### src/rtl/clock_time_core.sv
// Time-of-day core: DIV prescaler to a 1 Hz tick, BCD HH:MM:SS with set mode, registered 7-seg outputs.
// Build option: define TWELVE_HOUR_EN for a 12-hour display with the PM flag on DOT[0].
module clock_time_core #(
   parameter int DIV = 100_000_000
) (
   input  logic       CP_100MHz,
   input  logic       nCLR,
   input  logic       MODE_P,
   input  logic       INC_P,
   output logic [6:0] SEG7,
   output logic [6:0] SEG6,
   output logic [6:0] SEG5,
   output logic [6:0] SEG4,
   output logic [6:0] SEG3,
   output logic [6:0] SEG2,
   output logic [6:0] SEG1,
   output logic [6:0] SEG0,
   output logic [7:0] DOT,
   output logic       TICK
);
   localparam int PW = $clog2(DIV);
   localparam logic [PW-1:0] P_LAST = PW'(DIV - 1);
   localparam logic [PW-1:0] P_HALF = PW'(DIV / 2);
   localparam logic [6:0] C_ZERO  = 7'b100_0000;
   localparam logic [6:0] C_DASH  = 7'b011_1111;
   localparam logic [6:0] C_BLANK = 7'b111_1111;
`ifdef TWELVE_HOUR_EN
   localparam logic [6:0] RST_H1 = 7'b111_1001;
   localparam logic [6:0] RST_H0 = 7'b010_0100;
`else
   localparam logic [6:0] RST_H1 = C_ZERO;
   localparam logic [6:0] RST_H0 = C_ZERO;
`endif

   typedef enum logic [1:0] {S_RUN, S_SET_HR, S_SET_MIN, S_SET_SEC} state_t;

   state_t           r_state, w_state;
   logic [PW-1:0]    r_presc;
   logic [7:0]       r_hr, r_min, r_sec;
   logic [7:0]       w_hr, w_min, w_sec;
   logic [7:0][6:0]  r_seg, w_seg;
   logic [7:0]       r_dot, w_dot;
   logic             r_tick;
   logic             w_wrap, w_blank;
   logic [6:0]       w_h1, w_h0;

   function automatic logic [6:0] seg_code(input logic [3:0] d);
      case (d)
         4'd0: seg_code = 7'b100_0000;
         4'd1: seg_code = 7'b111_1001;
         4'd2: seg_code = 7'b010_0100;
         4'd3: seg_code = 7'b011_0000;
         4'd4: seg_code = 7'b001_1001;
         4'd5: seg_code = 7'b001_0010;
         4'd6: seg_code = 7'b000_0010;
         4'd7: seg_code = 7'b111_1000;
         4'd8: seg_code = 7'b000_0000;
         4'd9: seg_code = 7'b001_0000;
         default: seg_code = C_BLANK;
      endcase
   endfunction

   // BCD increment modulo 60 and modulo 24
   function automatic logic [7:0] inc59(input logic [7:0] v);
      if (v[3:0] != 4'd9)      inc59 = {v[7:4], v[3:0] + 4'd1};
      else if (v[7:4] != 4'd5) inc59 = {v[7:4] + 4'd1, 4'd0};
      else                     inc59 = 8'h00;
   endfunction

   function automatic logic [7:0] inc23(input logic [7:0] v);
      if (v == 8'h23)          inc23 = 8'h00;
      else if (v[3:0] == 4'd9) inc23 = {v[7:4] + 4'd1, 4'd0};
      else                     inc23 = {v[7:4], v[3:0] + 4'd1};
   endfunction

   assign w_wrap = (r_presc == P_LAST);

   always_comb begin
      w_state = r_state;
      w_hr    = r_hr;
      w_min   = r_min;
      w_sec   = r_sec;
      if (MODE_P) begin
         case (r_state)
            S_RUN:     w_state = S_SET_HR;
            S_SET_HR:  w_state = S_SET_MIN;
            S_SET_MIN: w_state = S_SET_SEC;
            default:   w_state = S_RUN;
         endcase
      end
      // A wrap in the RUN cycle that also carries MODE_P still counts
      case (r_state)
         S_RUN: if (w_wrap) begin
            w_sec = inc59(r_sec);
            if (r_sec == 8'h59) begin
               w_min = inc59(r_min);
               if (r_min == 8'h59) w_hr = inc23(r_hr);
            end
         end
         S_SET_HR:  if (INC_P && !MODE_P) w_hr  = inc23(r_hr);
         S_SET_MIN: if (INC_P && !MODE_P) w_min = inc59(r_min);
         default:   if (INC_P && !MODE_P) w_sec = 8'h00;
      endcase
   end

`ifdef TWELVE_HOUR_EN
   logic [4:0] w_hbin;
   logic [3:0] w_hdisp, w_hlo;
   always_comb begin
      w_hbin = 5'(r_hr[7:4]) * 5'd10 + 5'(r_hr[3:0]);
      if (w_hbin == 5'd0)       w_hdisp = 4'd12;
      else if (w_hbin > 5'd12)  w_hdisp = 4'(w_hbin - 5'd12);
      else                      w_hdisp = w_hbin[3:0];
      w_hlo = (w_hdisp >= 4'd10) ? w_hdisp - 4'd10 : w_hdisp;
      w_h1  = (w_hdisp >= 4'd10) ? seg_code(4'd1) : C_BLANK;
      w_h0  = seg_code(w_hlo);
      w_dot = {7'd0, (w_hbin >= 5'd12)};
   end
`else
   always_comb begin
      w_h1  = seg_code(r_hr[7:4]);
      w_h0  = seg_code(r_hr[3:0]);
      w_dot = 8'h00;
   end
`endif

   always_comb begin
      w_blank  = (r_state != S_RUN) && (r_presc >= P_HALF);
      w_seg[7] = (w_blank && r_state == S_SET_HR)  ? C_BLANK : w_h1;
      w_seg[6] = (w_blank && r_state == S_SET_HR)  ? C_BLANK : w_h0;
      w_seg[5] = C_DASH;
      w_seg[4] = (w_blank && r_state == S_SET_MIN) ? C_BLANK : seg_code(r_min[7:4]);
      w_seg[3] = (w_blank && r_state == S_SET_MIN) ? C_BLANK : seg_code(r_min[3:0]);
      w_seg[2] = C_DASH;
      w_seg[1] = (w_blank && r_state == S_SET_SEC) ? C_BLANK : seg_code(r_sec[7:4]);
      w_seg[0] = (w_blank && r_state == S_SET_SEC) ? C_BLANK : seg_code(r_sec[3:0]);
   end

   always_ff @(posedge CP_100MHz or negedge nCLR) begin
      if (!nCLR) begin
         r_state <= S_RUN;
         r_presc <= '0;
         r_hr    <= 8'h00;
         r_min   <= 8'h00;
         r_sec   <= 8'h00;
         r_tick  <= 1'b0;
         r_dot   <= 8'h00;
         r_seg   <= {RST_H1, RST_H0, C_DASH, C_ZERO, C_ZERO, C_DASH, C_ZERO, C_ZERO};
      end else begin
         r_state <= w_state;
         // Leaving SET_SEC restarts the second so counting resumes a full second later
         if (w_wrap || (r_state == S_SET_SEC && MODE_P)) r_presc <= '0;
         else                                           r_presc <= r_presc + 1'b1;
         r_hr    <= w_hr;
         r_min   <= w_min;
         r_sec   <= w_sec;
         r_tick  <= w_wrap;
         r_dot   <= w_dot;
         r_seg   <= w_seg;
      end
   end

   assign SEG7 = r_seg[7];
   assign SEG6 = r_seg[6];
   assign SEG5 = r_seg[5];
   assign SEG4 = r_seg[4];
   assign SEG3 = r_seg[3];
   assign SEG2 = r_seg[2];
   assign SEG1 = r_seg[1];
   assign SEG0 = r_seg[0];
   assign DOT  = r_dot;
   assign TICK = r_tick;

endmodule
### config.mk
export PLATFORM = sky130hd
export DESIGN_NAME = clock_time_core
export DESIGN_NICKNAME = d
export VERILOG_FILES = /design/src/rtl/clock_time_core.sv
export SDC_FILE = /design/constraint.sdc
export NUM_CORES = 1
export LEC_CHECK = 0
export CAP_MARGIN = 30
export CORE_ASPECT_RATIO = 0.6
export CORE_MARGIN = 3
export CORE_UTILIZATION = 57
export DETAILED_ROUTE_END_ITERATION = 12
export PLACE_DENSITY = 0.81
export SYNTH_ARGS = -nofsm -noshare
export SYNTH_HDL_FRONTEND = slang
export SYNTH_SLANG_ARGS = --single-unit
### constraint.sdc
create_clock -name CP_100MHz -period 2.9 [get_ports CP_100MHz]
set_input_delay 0.58 -clock CP_100MHz [delete_from_list [all_inputs] [get_ports CP_100MHz]]
set_output_delay 0.58 -clock CP_100MHz [all_outputs]
set_load 0.02 [all_outputs]
# --- Word level (Yosys, flattened, before mapping) ---
# Memories as Yosys holds them, arrays and structs flattened.
# Cells that the tools add are included.
totals:
  latchBits: 0
  word_cells: 90
  memories: 6
  in_bits: 4
  ff_bits: 96
  rom_bits: 672
  ram_bits: 0
  output_inout_bits: 65
mem_list:
  columns: ["name", "words", "width", "rd", "rd_ports_with_merged_regs", "write_ports", "line_no", "source"]
  rows:
  - ["(name not given)", 16, 7, 1, 0, 0, "48", "case (d)"]
  - ["(name not given)", 16, 7, 1, 0, 0, "48", null]
  - ["(name not given)", 16, 7, 1, 0, 0, "48", null]
  - ["(name not given)", 16, 7, 1, 0, 0, "48", null]
  - ["(name not given)", 16, 7, 1, 0, 0, "48", null]
  - ["(name not given)", 16, 7, 1, 0, 0, "48", null]
classes:
  bitwise_logic: 1
  eq_ne: 18
  div_mod_pow: 0
  mux: 26
  reduce_logical: 18
  addsub: 7
  n_shift: 0
  n_mul: 0
  magnitude_cmp: 1
ops:
  columns: ["op", "n"]
  rows:
  - ["$mux W8", 15]
  - ["$pmux W8 S2", 3]
  - ["$mux W7", 6]
  - ["$add A27 B1 Y27 const B", 1]
  - ["$eq A27 B27 Y1 const B", 1]
  - ["$ge A27 B26 Y1 const B", 1]
  - ["$mux W27", 1]
  - ["$add A4 B1 Y4 const B", 6]
  - ["$eq A8 B7 Y1 const B", 2]
  - ["$ne A2 B2 Y1 const B", 6]
  - ["$eq A8 B6 Y1 const B", 1]
  - ["$ne A4 B3 Y1 const B", 2]
  - ["$ne A4 B4 Y1 const B", 2]
  - ["$reduce_and A4 Y1", 2]
  - ["$reduce_bool A2 Y1", 4]
  - ["$logic_and A1 B1 Y1", 6]
  - ["$pmux W2 S3", 1]
  - ["$reduce_and A5 Y1", 1]
  - ["$eq A2 B2 Y1 const B", 2]
  - ["$eq A4 B4 Y1 const B", 1]
  - ["$reduce_and A3 Y1", 1]
  - ["$eq A2 B1 Y1 const B", 1]
  - ["$logic_not A2 Y1", 1]
  - ["$reduce_or A2 Y1", 1]
  - ["3 further kinds", 3]

# --- Depth between registers and ports, before layout ---
logic_depth:
  depth_word: 7
  depth_mapped: 8
  depth_no_buf: 7

# --- Worst setup path after synthesis ---
# No wires, ideal clock.
synth_path:
  kind: "reg2reg"
  from: "register r_presc[11]"
  to: "register r_min[4]"
  setup_ns: 0.125
  synth_period_minus_slack_ns: 2.195
  path_slack_ns: 0.705
  path_buffers: 0
  path_stages_with_launch: 6
  required_ns: 2.775
  arrival_time_ns: 2.070
  cell_sequence: "dfrtp_1 > or4_4 > nor4_4 > a31oi_4 > or3_4 > mux2_4"
synth_via:
  elab_chain_len: 3
synth_rtl:
  columns: ["element", "line_no", "source"]
  rows:
  - ["from (decl)", "38", "logic [PW-1:0] r_presc;"]
  - ["from (signal assigned)", "153", "else r_presc <= r_presc + 1'b1;"]
  - ["$eq A27 B27 Y1", "76", "assign w_wrap = (r_presc == P_LAST);"]
  - ["$ne A2 B2 Y1 (no source line)", null, null]
  - ["$reduce_and A4 Y1 (no source line)", null, null]
  - ["to (signal assigned)", "155", "r_min <= w_min;"]
  - ["to (decl)", "39", "logic [7:0] r_hr, r_min, r_sec;"]
# No other way between the ends.
# A chain may end at the register's enable or synchronous reset.

# --- Worst setup path in the final report ---
layout_path:
  from: "register r_sec[1]"
  to: "register r_hr[2]"
layout_via:
  elab_chain_len: 3
layout_rtl:
  columns: ["element", "line_no", "source"]
  rows:
  - ["from (decl)", "39", null]
  - ["from (signal assigned)", "156", "r_sec <= w_sec;"]
  - ["$eq A8 B7 Y1", "95", "if (r_sec == 8'h59) begin"]
  - ["$ne A2 B2 Y1 (no source line)", null, null]
  - ["$reduce_and A5 Y1 (no source line)", null, null]
  - ["to (signal assigned)", "154", "r_hr <= w_hr;"]
  - ["to (decl)", "39", null]
# No other way between the ends.

==> run metrics <==
status complete, no violations; R2R Path Start r_sec[1]; WS Path Type flip-flop to flip-flop; first-pass GRT wire length 21670 µm; GP Congestion approximately 0.95; first drt pass iteration count 6; Core ar. between 9000 and 10000 µm²; Hold Vio Cnt, Final 0; CP startpoint r_sec[1]; Placed Cells around 830; mapped cell area 5836 µm²; Worst Setup End Kind flip-flop; async set-reset flop share out of synthesis between 90% and 100%; Peak VDD IR approximately 0.66 mV; Initial Utilization 61.04%; Clock Path Buffers 2; Met2 Routed Length between 5000 and 6000 µm; DR iter-0 viols around 370; Cell Pwr Density roughly 1100 nW/µm²; drt drc 0; Root Buffer clkbuf_16; number of global-route vias before repair about 4500; sw power roughly 3 mW; antenna-violating nets left 0; FF-to-FF path depth 7; critical-path cell list inv_1 > ha_1 > nand3b_1 > nor4_1 > nand4_1 > a21boi_0 > mux2_2; Die X 136.6 µm; area grow syn2layout 14.11%; setup TNS 0 ns; fin crit share about 87%; required time worst endpoint about 3.1 ns; Max Cap Viol 0; Bufs and invs on worst path 1; via count 4898; Detail Placement HPWL between 8000 and 9000 µm; WP depth 7; Clock Skews 0.009558 ns; RSZ-0062 raised after global routing false; number of I/O pins a little under 70; met1 WL 6139 µm; Post-synth EDFFs 0; share of the synthesized area in the top cell type between 30 and 40%; routed wire length 12860 µm; TritonCTS clock tree done; Via density approximately 5.8; crit-path max FO 8; area leader, netlist dfrtp_1; # setup viols final 0; largest net degree at the start of global routing 52; slew margin rel. between 50% and 60%; share of total power in combinational logic about half; Syn Area/Cell ~8.5 µm²; Synth Instances ~690; Die ar. about 12000 µm²; r2r setup slk between 0.3 and 0.4 ns; Final nets 754; switch share between 40% and 50%; main area contributors after synthesis dfrtp_1 (39%), nor2_1 (8.9%), ha_1 (7.7%), a21oi_1 (6.1%), xnor2_1 (3.3%); ratio of cells with drive above 1 in the final layout between 6 and 7%; met3 routed WL just under 800 µm; CTS Hold Bufs 0; Post-CTS Setup Repair Bufs 0; Clk pwr share 19.8%; Synth Register Bits 96; WL per Instance roughly 15 µm; biggest cell delay along the critical path approximately 0.43 ns; CP top delay family simple AND/OR/NAND/NOR gates; Max H-tree Level 3; Post-synth top cells nor2_1 (139), dfrtp_1 (90), a21oi_1 (71); sequential share of power 31.6%; Max Freq 0.3943 GHz; initial antenna violation count 0; register area share after synthesis roughly two fifths; clk_lat worst skew ~0.34 ns; Critical Path End r_hr[2]; # clock sinks 96; ys flop type dfrtp_1; Distinct cells, synth 55; num rows 27; design internal power about 4.2 mW; worst hold path class primary input to asynchronous set/reset pin; min Tclk post-route between 2 and 3 ns; Top Metal Used met4; gr usage total 22.94%; antenna cells 0; Critical Path AT 2.77 ns; yosys warns 0; CTS resizes 0; Pleak approximately 3 nW; Hold WS about 0.24 ns; CTS Buf Count 9; Crit-path slowest cell dfrtp_1; Worst-Margin Slew between 0.6 and 0.7 ns; IO buf count between 40 and 50; reg-to-reg endpoint r_hr[2]; clock slew at reported path FFs around 0.070 ns; startpoint types flip-flop; Layout Cells excl Fill about 850; max-slew violation count 0; total congestion overflow 0; count leader, synth nor2_1; Die Ht 84.38 µm
==> worst register-to-register path: stages (launching register included) <==
cell      delay [ns]
dfrtp_1         0.43
inv_1           0.15
ha_1            0.19
nand3b_1        0.27
nor4_1          0.39
nand4_1         0.35
a21boi_0        0.30
mux2_2          0.35
==> layout by cell type (no fill, tap or decap), drive strengths merged, types with 2 or more instances in the layout <==
master and instances:
a21boi 3, a21oi 71, a22o 2, a22oi 7, a31oi 8, and2 3
and3 5, and4 5, buf 7, bufinv 4, clkbuf 11, clkdlybuf4s50 45
conb 22, dfrtp 90, dfstp 6, ha 36, inv 36, mux2 5
mux2i 6, nand2 40, nand2b 16, nand3 21, nand3b 4, nand4 10
nor2 139, nor2b 3, nor3 10, nor3b 3, nor4 9, o2111ai 2
o21ai 27, o221ai 5, o22ai 3, o2bb2ai 2, o41ai 3, or2 8
xnor2 22, xor2 7
==> through the flow <==
stage | util (%) | cell area (µm²) | setup WS (ns) | power [mW]
floorplan | - | 5911 | 0.7048 | 4.670
global placement | 65.87 | 6297 | 0.4021 | 5.556
detailed placement | 65.87 | 6297 | 0.3278 | 5.700
CTS | 69.65 | 6659 | 0.3926 | 7.167
global route | 69.65 | 6659 | 0.1252 | 7.762
finish | 69.65 | 6659 | 0.3640 | 7.182
==> sequential cells by signal, indices dropped and copies added, names as in the netlist <==
| name | count |
|---|---|
| r_sec | 8 |
| SEG4 | 7 |
| SEG0 | 7 |
| SEG3 | 7 |
| r_presc | 27 |
| r_hr | 8 |
| SEG7 | 7 |
| TICK | 1 |
| r_min | 8 |
| SEG6 | 7 |
| SEG1 | 7 |
| r_state | 2 |
==> routing by layer <==
metal  track usage (%)  up-vias
li1                  -     2345
met2             35.84      196
met4             5.398        0
met3             4.790       19
met5                 0        -
met1             32.87     2338
==> logic make-up (layout without fill, tap and decap cells) <==
group,Yosys count,after routing,synth area share [%]
AND/OR/NAND/NOR,279,279,22.45
buffers and inverters,90,104,7.418
adder cells (fa/ha/maj),36,36,7.719
flip-flops,96,96,41.30
AO/OA/AOI/OAI,142,142,14.58
multiplexers,11,11,2.058
XOR/XNOR,29,29,4.352
other,2,22,0.1287
==> power by group through the flow <==
stage | Sequential (mW) | Combinational [mW] | Clock, mW
after global placement | 2.25 | 3.30 | 0
after global routing | 2.35 | 3.91 | 1.51
after floorplan | 2.39 | 2.28 | 0
final | 2.27 | 3.49 | 1.42
after CTS | 2.26 | 3.47 | 1.44
after detailed placement | 2.28 | 3.42 | 0
==> worst min path at each step <==
stage	slack, ns	from	end	cells after the start
2_1_floorplan	0.28	nCLR	SEG0[0]	0
3_3_place_gp	0.50	r_presc[0]	r_presc[0]	1
3_5_place_dp	0.50	r_presc[0]	r_presc[0]	1
4_1_cts	0.27	nCLR	SEG7[4]	1
5_1_grt	0.28	nCLR	SEG7[4]	1
6_report	0.24	nCLR	SEG7[4]	1
==> cell type report <==
| cell class | instances | area [µm²] |
|---|---|---|
| Multi-Input combinational cell | 519 | 3074 |
| Sequential cell | 96 | 2410 |
| Fill cell | 730 | 2902 |
| Tap cell | 130 | 162.7 |
| Clock inverter | 5 | 128.9 |
| Clock buffer | 11 | 232.7 |
| Inverter | 36 | 135.1 |
| Timing Repair Buffer | 52 | 515.5 |
Note: power is estimated with default switching activity, not from simulation.
